$ cat src/rtl/vector_interp_sequencer.sv
// vector_interp_sequencer
// Walks one image row through the vector ALU to upscale it horizontally.
// Source pixels are read one at a time. Each consecutive pair (p_i, p_i+1)
// is presented to the ALU as lanes 0/1 of alu_a_o. The registered 128-bit
// result is then written to destination memory with a lane mask.
// Mode 0 interpolates 3x (op 110) and mode 1 duplicates 2x (op 100).
//
// Ports
//   clk_i, rst_i          clock, synchronous active-high reset
//   start_i               command strobe, only honoured in IDLE
//   mode_i                0 = interpolate (3x), 1 = duplicate (2x)
//   src_base_i            first source pixel address
//   dst_base_i            first destination pixel address
//   row_len_i             source pixel count N
//   busy_o                high whenever the sequencer is not IDLE
//   done_o                one-cycle pulse at the end of a command
//   err_o                 set when a command with N<2 is accepted
//   rd_en_o, rd_addr_o    pixel read request (data returns next cycle)
//   rd_data_i             pixel read data
//   alu_vcsub_o           tied low
//   alu_op_o              ALU opcode
//   alu_a_o, alu_b_o      ALU operands (b tied low)
//   alu_out_i             ALU result, combinational
//   wr_en_o, wr_ready_i   destination write handshake
//   wr_addr_o             destination address of lane 0
//   wr_data_o             registered lane data
//   wr_mask_o             lane enables, bit k = lane k
module vector_interp_sequencer #(
    parameter int ADDR_W = 16,
    parameter int LEN_W  = 16
) (
    input  logic              clk_i,
    input  logic              rst_i,
    input  logic              start_i,
    input  logic              mode_i,
    input  logic [ADDR_W-1:0] src_base_i,
    input  logic [ADDR_W-1:0] dst_base_i,
    input  logic [LEN_W-1:0]  row_len_i,
    output logic              busy_o,
    output logic              done_o,
    output logic              err_o,
    output logic              rd_en_o,
    output logic [ADDR_W-1:0] rd_addr_o,
    input  logic [31:0]       rd_data_i,
    output logic              alu_vcsub_o,
    output logic [2:0]        alu_op_o,
    output logic [127:0]      alu_a_o,
    output logic [127:0]      alu_b_o,
    input  logic [127:0]      alu_out_i,
    output logic              wr_en_o,
    input  logic              wr_ready_i,
    output logic [ADDR_W-1:0] wr_addr_o,
    output logic [127:0]      wr_data_o,
    output logic [3:0]        wr_mask_o
);

    localparam logic [2:0] ALU_OP_INTERP = 3'b110;
    localparam logic [2:0] ALU_OP_DUP    = 3'b100;

    typedef enum logic [2:0] {
        IDLE      = 3'd0,
        RD_FIRST  = 3'd1,
        CAP_FIRST = 3'd2,
        RD_NEXT   = 3'd3,
        CAP_NEXT  = 3'd4,
        WRITE     = 3'd5,
        FINISH    = 3'd6
    } state_e;

    state_e             state_q, state_d;
    logic               mode_q, mode_d;
    logic [ADDR_W-1:0]  src_q, src_d;
    logic [ADDR_W-1:0]  dst_q, dst_d;
    logic [LEN_W-1:0]   len_q, len_d;
    logic [LEN_W-1:0]   i_q, i_d;
    logic [31:0]        p_prev_q, p_prev_d;
    logic [31:0]        p_cur_q, p_cur_d;
    logic [ADDR_W-1:0]  wr_addr_q, wr_addr_d;
    logic [127:0]       wr_data_q, wr_data_d;
    logic [3:0]         wr_mask_q, wr_mask_d;
    logic               err_q, err_d;

    logic [ADDR_W-1:0]  i_addr_s;
    logic [ADDR_W-1:0]  step_off_s;
    logic               last_pair_s;

    // Pair index in address width; STEP*i is formed by shift-and-add.
    assign i_addr_s    = ADDR_W'(i_q);
    assign step_off_s  = mode_q ? (i_addr_s << 1) : ((i_addr_s << 1) + i_addr_s);
    // N>=2 is guaranteed once we leave IDLE, so N-2 never underflows here.
    assign last_pair_s = (i_q == (len_q - LEN_W'(2)));

    // Next-state and datapath register updates
    always_comb begin
        state_d   = state_q;
        mode_d    = mode_q;
        src_d     = src_q;
        dst_d     = dst_q;
        len_d     = len_q;
        i_d       = i_q;
        p_prev_d  = p_prev_q;
        p_cur_d   = p_cur_q;
        wr_addr_d = wr_addr_q;
        wr_data_d = wr_data_q;
        wr_mask_d = wr_mask_q;
        err_d     = err_q;
        case (state_q)
            IDLE: begin
                if (start_i) begin
                    if (row_len_i < LEN_W'(2)) begin
                        // Nothing to pair up: flag it and finish with no traffic.
                        err_d   = 1'b1;
                        state_d = FINISH;
                    end else begin
                        err_d   = 1'b0;
                        mode_d  = mode_i;
                        src_d   = src_base_i;
                        dst_d   = dst_base_i;
                        len_d   = row_len_i;
                        i_d     = {LEN_W{1'b0}};
                        state_d = RD_FIRST;
                    end
                end else begin
                    state_d = IDLE;
                end
            end
            RD_FIRST:  state_d = CAP_FIRST;
            CAP_FIRST: begin
                p_prev_d = rd_data_i;
                state_d  = RD_NEXT;
            end
            RD_NEXT:   state_d = CAP_NEXT;
            CAP_NEXT: begin
                wr_data_d = alu_out_i;
                p_cur_d   = rd_data_i;
                wr_addr_d = dst_q + step_off_s;
                // The last pair also owns the final pixel, so lane 3 is kept.
                if (last_pair_s) begin
                    wr_mask_d = 4'b1111;
                end else begin
                    wr_mask_d = mode_q ? 4'b0011 : 4'b0111;
                end
                state_d = WRITE;
            end
            WRITE: begin
                if (wr_ready_i) begin
                    p_prev_d = p_cur_q;
                    i_d      = i_q + LEN_W'(1);
                    state_d  = last_pair_s ? FINISH : RD_NEXT;
                end else begin
                    state_d = WRITE;
                end
            end
            FINISH:  state_d = IDLE;
            default: state_d = IDLE;
        endcase
    end

    // State and datapath registers with synchronous reset
    always_ff @(posedge clk_i) begin
        if (rst_i) begin
            state_q   <= IDLE;
            mode_q    <= 1'b0;
            src_q     <= {ADDR_W{1'b0}};
            dst_q     <= {ADDR_W{1'b0}};
            len_q     <= {LEN_W{1'b0}};
            i_q       <= {LEN_W{1'b0}};
            p_prev_q  <= 32'd0;
            p_cur_q   <= 32'd0;
            wr_addr_q <= {ADDR_W{1'b0}};
            wr_data_q <= 128'd0;
            wr_mask_q <= 4'b0000;
            err_q     <= 1'b0;
        end else begin
            state_q   <= state_d;
            mode_q    <= mode_d;
            src_q     <= src_d;
            dst_q     <= dst_d;
            len_q     <= len_d;
            i_q       <= i_d;
            p_prev_q  <= p_prev_d;
            p_cur_q   <= p_cur_d;
            wr_addr_q <= wr_addr_d;
            wr_data_q <= wr_data_d;
            wr_mask_q <= wr_mask_d;
            err_q     <= err_d;
        end
    end

    // Moore output decode from the state register
    always_comb begin
        busy_o    = 1'b1;
        done_o    = 1'b0;
        rd_en_o   = 1'b0;
        rd_addr_o = {ADDR_W{1'b0}};
        wr_en_o   = 1'b0;
        alu_op_o  = mode_q ? ALU_OP_DUP : ALU_OP_INTERP;
        alu_a_o   = 128'd0;
        case (state_q)
            IDLE: begin
                busy_o   = 1'b0;
                alu_op_o = 3'b000;
            end
            RD_FIRST: begin
                rd_en_o   = 1'b1;
                rd_addr_o = src_q;
            end
            RD_NEXT: begin
                rd_en_o   = 1'b1;
                rd_addr_o = src_q + i_addr_s + ADDR_W'(1);
            end
            // Operands are only meaningful while the new pixel is on rd_data_i.
            CAP_NEXT: alu_a_o = {64'd0, rd_data_i, p_prev_q};
            WRITE:    wr_en_o = 1'b1;
            FINISH: begin
                done_o   = 1'b1;
                alu_op_o = 3'b000;
            end
            default: begin
                busy_o = 1'b1;
            end
        endcase
    end

    assign err_o       = err_q;
    assign alu_vcsub_o = 1'b0;
    assign alu_b_o     = 128'd0;
    assign wr_addr_o   = wr_addr_q;
    assign wr_data_o   = wr_data_q;
    assign wr_mask_o   = wr_mask_q;

endmodule

$ cat config.mk
export PLATFORM = sky130hd
export DESIGN_NAME = vector_interp_sequencer
export DESIGN_NICKNAME = d
export VERILOG_FILES = /design/src/rtl/vector_interp_sequencer.sv
export SDC_FILE = /design/constraint.sdc
export NUM_CORES = 1
export LEC_CHECK = 0
export BUFFER_PORTS_ARGS = -buffer_cell sky130_fd_sc_hd__buf_2
export CAP_MARGIN = 20
export CORE_AREA = 2 2 249 251
export CTS_BUF_LIST = sky130_fd_sc_hd__clkbuf_16
export DETAILED_ROUTE_END_ITERATION = 10
export DIE_AREA = 0 0 251 253
export HOLD_SLACK_MARGIN = 0.08
export PLACE_DENSITY = 0.52
export SLEW_MARGIN = 20
export SYNTH_ARGS = -nofsm -noshare
export SYNTH_HDL_FRONTEND = slang
export SYNTH_SLANG_ARGS = --single-unit
$ cat constraint.sdc
create_clock -name clk_i -period 6.06 [get_ports clk_i]
set_input_delay 0.303 -clock clk_i [delete_from_list [all_inputs] [get_ports clk_i]]
set_output_delay 0.303 -clock clk_i [all_outputs]
set_load 0.02 [all_outputs]
Word-level counts from Yosys, hierarchy flattened
Index checks and enable logic that the tools add are counted.
{"block": "classes", "add_sub_neg": 6, "reduce_logical": 9, "magnitude_cmp": 1, "muxes": 23, "bitwise": 1, "eq_ne": 10}
{"cell": "2-to-1 mux 16 bit", "count": 4}
{"cell": "2-to-1 mux 64 bit", "count": 1}
{"cell": "one-hot mux 16 bit (2 select lines)", "count": 2}
{"cell": "one-hot mux 32 bit (2 select lines)", "count": 1}
{"cell": "adder 16 bit", "count": 3}
{"cell": "adder 16 x 1 -> 16 bit (second input constant)", "count": 2}
{"cell": "2-to-1 mux 32 bit", "count": 1}
{"cell": "2-to-1 mux 3 bit", "count": 6}
{"cell": "one-hot mux 3 bit (6 select lines)", "count": 1}
{"cell": "== test 16 bit", "count": 1}
{"cell": "< comparator 16 x 2 -> 1 bit (second input constant)", "count": 1}
{"cell": "subtractor 16 x 2 -> 16 bit (second input constant)", "count": 1}
{"cell": "== test 3 bit (second input constant)", "count": 3}
{"cell": "== test 3 x 2 -> 1 bit (second input constant)", "count": 2}
{"cell": "!= test 2 bit (second input constant)", "count": 3}
{"cell": "2-to-1 mux 1 bit", "count": 5}
{"cell": "2-to-1 mux 4 bit", "count": 1}
{"cell": "AND reduction 2 bit", "count": 2}
{"cell": "AND reduction 4 bit", "count": 1}
{"cell": "nonzero test 2 bit", "count": 2}
{"cell": "OR reduction 2 bit", "count": 2}
{"cell": "== test 3 x 1 -> 1 bit (second input constant)", "count": 1}
{"cell": "zero test 3 bit", "count": 1}
{"cell": "AND reduction 3 bit", "count": 1}
{"cell": "2 further kinds", "count": 2}
{"block": "word_totals", "elab_cells": 62, "register_bits": 281, "input_bits": 213, "out_inout_bits": 429}

Longest topological paths before layout
{"block": "depth", "word_depth": 5, "ltp_mapped": 17, "depth_no_buf": 17}

Worst setup path before layout
No wires, ideal clock.
{"block": "synth_path", "path_kind": "flip-flop to flip-flop", "start": "register i_q[1] (netlist: i_addr_s[1])", "end": "register wr_addr_q[15] (netlist: wr_addr_o[15])", "required_time_ns": 5.977, "path_buffers": 0, "path_slack_ns": 2.413, "stages_incl_launch_ff": 18, "arrival_time_ns": 3.564, "setup_time_ns": 0.083, "period_less_slack_ns": 3.647, "cell_sequence": "dfxtp_1 -> ha_1 -> fa_1 -> a211oi_1 -> o21bai_1 -> a21oi_1 -> o21bai_1 -> a21oi_1 -> xor2_1 -> o21ai_0 -> ha_1 -> nand2_1 -> a21oi_1 -> a31oi_1 -> o211ai_1 -> o41ai_1 -> or4_1 -> o221ai_1"}
{"block": "synth_via", "elab_chain_len": 3}
{"element": "start: declaration", "line": "75", "rtl": "logic [LEN_W-1:0] i_q, i_d;"}
{"element": "start signal: assignment", "line": "167", "rtl": "i_q <= {LEN_W{1'b0}};"}
{"element": "start signal: assignment", "line": "180", "rtl": "i_q <= i_d;"}
{"element": "adder 16 bit", "line": "89", "rtl": "assign step_off_s = mode_q ? (i_addr_s << 1) : ((i_addr_s << 1) + i_addr_s);"}
{"element": "2-to-1 mux 16 bit (*)", "line": "89"}
{"element": "adder 16 bit (*)", "line": "136", "rtl": "wr_addr_d = dst_q + step_off_s;"}
{"element": "end signal: assignment", "line": "170", "rtl": "wr_addr_q <= {ADDR_W{1'b0}};"}
{"element": "end signal: assignment", "line": "183", "rtl": "wr_addr_q <= wr_addr_d;"}
{"element": "end: declaration", "line": "78", "rtl": "logic [ADDR_W-1:0] wr_addr_q, wr_addr_d;"}
Mark *: on every way between the ends. The rest lies on a longest branch, timed or not.
A chain may end at the register's enable or synchronous reset.

Final worst setup path
Ends and elaborated chain as after synthesis.

==> impl_metrics.env <==
export IMPL_outcome="complete, no violations"
export IMPL_dieHeight_um=253
export IMPL_setup_worst_path_start="i_addr_s[1]"
export IMPL_drc=0
export IMPL_place_ws_ns=1.97
export IMPL_drv_slew=0
export IMPL_clkSlewWorstSetupHoldPaths_ns=0.06
export IMPL_rsz0062_at_grt="false"
export IMPL_vias=14442
export IMPL_synthArstFlopShare=0
export IMPL_nFillCells=6576
export IMPL_post_drt_wl_per_cell_um=15.6
export IMPL_power_density_mw_per_mm2=242
export IMPL_clock_skew_ns=0.0206
export IMPL_syn_area_mm2=0.0149
export IMPL_cts_hold_buf=210
export IMPL_gp_congestion=0.842
export IMPL_grt_total_usage=0.154
export IMPL_maxSlewHeadroom=0.310
export IMPL_cts_root_buf="clkbuf_16"
export IMPL_cp_top_family="compound AO/OA/AOI/OAI gates"
export IMPL_pin_count=642
export IMPL_grt_max_degree=100
export IMPL_final_antenna_net_count=0
export IMPL_start_util=0.244
export IMPL_first_pass_iters=5
export IMPL_rows=91
export IMPL_antenna_found_initial=0
export IMPL_io_buffers=447
export IMPL_ir_drop_uv=207
export IMPL_clk_latency_ns=0.56
export IMPL_p_leak_nw=9.29
export IMPL_r2r_start="i_addr_s[1]"
export IMPL_cp_required_ns=6.52
export IMPL_synth_seq_cells=280
export IMPL_yosysMostFrequentCell="nand2_1"
export IMPL_gr_total_overflow=0
export IMPL_synth_area_leaders="dfxtp_1 (38%), nand2_1 (12%), buf_4 (9.8%)"
export IMPL_drive_above_1_share=0.212
export IMPL_min_from="start_i"
export IMPL_clock_sinks=280
export IMPL_drv_cap=0
export IMPL_postCtsResizedCells=0
export IMPL_grt_pass1_vias=13919
export IMPL_first_iter_violations=628
export IMPL_timing_final_hold_violations=0
export IMPL_slowest_stage="fa_1"
export IMPL_syn_area_per_cell_um2=7.75
export IMPL_worst_path_most_repeated_cell="a21oi_1"
export IMPL_grt_pass1_wl_um=77900
export IMPL_synthCells=1919
export IMPL_cp_arrival_ns=4.60
export IMPL_finalCritPeriodShare=0.684
export IMPL_h_tree_depth=2
export IMPL_yosysUniqueCellTypes=80
export IMPL_cts_setup_buffers=0
export IMPL_post_drt_via_cell_ratio=4.33
export IMPL_cts_tree="done"
export IMPL_post_dp_hpwl_um=36700
export IMPL_hold_ws_ns=0.189
export IMPL_seq_area_frac_synth=0.377
export IMPL_synth_edff_count=0
export IMPL_wl_um=51900
export IMPL_crit_path_end_kind="flip-flop"
export IMPL_nets=2779
export IMPL_synth_top_cell_by_area="dfxtp_1"
export IMPL_worst_pin_slew_ns=1.04
export IMPL_min_path_type="in -> reg"
export IMPL_worstPathCellList="ha_1 -> fa_1 -> a211oi_1 -> o21bai_1 -> a21oi_1 -> o21bai_1 -> a21oi_1 -> xor2_1 -> o21ai_0 -> ha_1 -> nand2_1 -> a21oi_1 -> a31oi_1 -> o211ai_1 -> o41ai_1 -> or4_1 -> o221ai_1"
export IMPL_finalSetupViolCount=0
export IMPL_cts_buffer_depth=3
export IMPL_min_period_ns=4.14
export IMPL_fp_dieArea_mm2=0.0635
export IMPL_crit_type="reg -> reg"
export IMPL_crit_path_max_incr_delay_ns=0.44
export IMPL_die_x_um=251
export IMPL_ys_warn_count=0
export IMPL_design_core_area_mm2=0.0610
export IMPL_path_buf_inv=0
export IMPL_tns_ns=0
export IMPL_startpoint_type="flip-flop"
export IMPL_path_max_fanout=8
export IMPL_synth_ff_type="dfxtp_1"
export IMPL_synth_top_area_share=0.377
export IMPL_setup_ws_ns=1.92
export IMPL_timing_fmax_mhz=241
export IMPL_area_growth_synth_to_final_pct=37.2
export IMPL_numCtsBuffers=36
export IMPL_yosys_top_cells_count="nand2_1 (482), dfxtp_1 (280), a21oi_1 (258)"
[cell type report]
| cell class | instances | area, µm² | area share |
|---|---|---|---|
| Clock inverter | 30 | 319 | 0.0156 |
| Timing Repair Buffer | 670 | 4460 | 0.219 |
| Antenna cell | 1 | 2.50 | 0.000123 |
| Clock buffer | 36 | 901 | 0.0442 |
| Tap cell | 790 | 988 | 0.0484 |
| Multi-Input combinational cell | 1474 | 7930 | 0.388 |
| Sequential cell | 280 | 5610 | 0.275 |
| Inverter | 54 | 203 | 0.00993 |
[power by group]
group / switching, mW / internal, mW / total (mW)
logic: 0.450 / 0.284 / 0.734
registers: 0.0512 / 1.91 / 1.96
clock network: 0.895 / 1.35 / 2.24
total: 1.40 / 3.54 / 4.93
[metal layers]
metal | global-route usage | share of wire | vias up
li1 | - | - | 7258
met1 | 0.185 | 0.42 | 6641
met2 | 0.260 | 0.47 | 454
met3 | 0.0466 | 0.073 | 89
met4 | 0.0573 | 0.033 | 0
met5 | 0 | 0 | -
[registers in the layout, summed over array words and instances, names as in the netlist]
| name | flops |
|---|---|
| wr_addr_o | 16 |
| p_prev_q | 32 |
| p_cur_q | 32 |
| dst_q | 16 |
| state_q | 3 |
| src_q | 16 |
| len_q | 16 |
| wr_mask_o | 3 |
| i_addr_s | 16 |
| mode_q | 1 |
| wr_data_o | 128 |
| err_o | 1 |
[metrics by stage]
step / total power [mW] / instances / utilization / instance area (µm²)
final: 4.93 / 3335 / 0.334 / 20400
after CTS: 5.02 / 3334 / 0.334 / 20400
after detailed placement: 2.62 / 3058 / 0.280 / 17100
after global placement: 2.62 / 3058 / 0.280 / 17100
after floorplan: 2.52 / 2112 / - / 15600
after global routing: 5.16 / 3334 / 0.334 / 20400
[worst register-to-register path, stage by stage, from the launching register on]
cell and delay [ns]:
dfxtp_1 0.40, ha_1 0.30, fa_1 0.44, a211oi_1 0.32, o21bai_1 0.12, a21oi_1 0.24
o21bai_1 0.09, a21oi_1 0.17, xor2_1 0.15, o21ai_0 0.11, ha_1 0.37, nand2_1 0.09
a21oi_1 0.13, a31oi_1 0.19, o211ai_1 0.22, o41ai_1 0.11, or4_1 0.42, o221ai_1 0.18
[kinds of logic (layout without fill, tap and decap cells)]
family,after synthesis,after routing,synth area share
AND/OR/NAND/NOR,706,706,0.207
AO/OA/AOI/OAI,420,420,0.165
buffers and inverters,358,790,0.141
flip-flops,280,280,0.377
XOR/XNOR,60,60,0.0366
adder cells (fa/ha/maj),50,50,0.0436
multiplexers,44,44,0.0299
other,1,195,0.000252
[worst paths after layout]
| check | endpoint | slack [ns] | depth (start not counted) |
|---|---|---|---|
| max | wr_addr_o[15] | 1.92 | 17 |
| min | state_q[1] | 0.19 | 4 |
| max reg2reg | wr_addr_o[15] | 1.92 | 17 |
| min reg2reg | wr_data_o[21] | 0.45 | 2 |
[cells in the final DEF (no fill, tap or decap), types with 7 or more instances in the layout]
cell | Yosys | final
nand2b_1 | 7 | 7
inv_1 | 53 | 60
mux2i_1 | 41 | 41
o21ai_0 | 27 | 27
nand2_1 | 482 | 480
ha_1 | 47 | 47
a31oi_1 | 9 | 9
o211ai_1 | 9 | 9
buf_2 | 8 | 446
dlygate4sd3_1 | 0 | 210
nand3_1 | 18 | 18
xnor2_1 | 28 | 28
nor2_1 | 96 | 95
a21o_1 | 7 | 7
xor2_1 | 31 | 31
clkinv_1 | 1 | 10
clkbuf_16 | 0 | 36
nor4_1 | 8 | 8
dfxtp_1 | 280 | 280
o21ai_1 | 17 | 16
a21oi_1 | 258 | 258
buf_4 | 195 | 12
nor3_1 | 8 | 8
and3_1 | 34 | 34
conb_1 | 1 | 194
a211oi_1 | 44 | 44
Note: power is estimated with default switching activity, not from simulation.
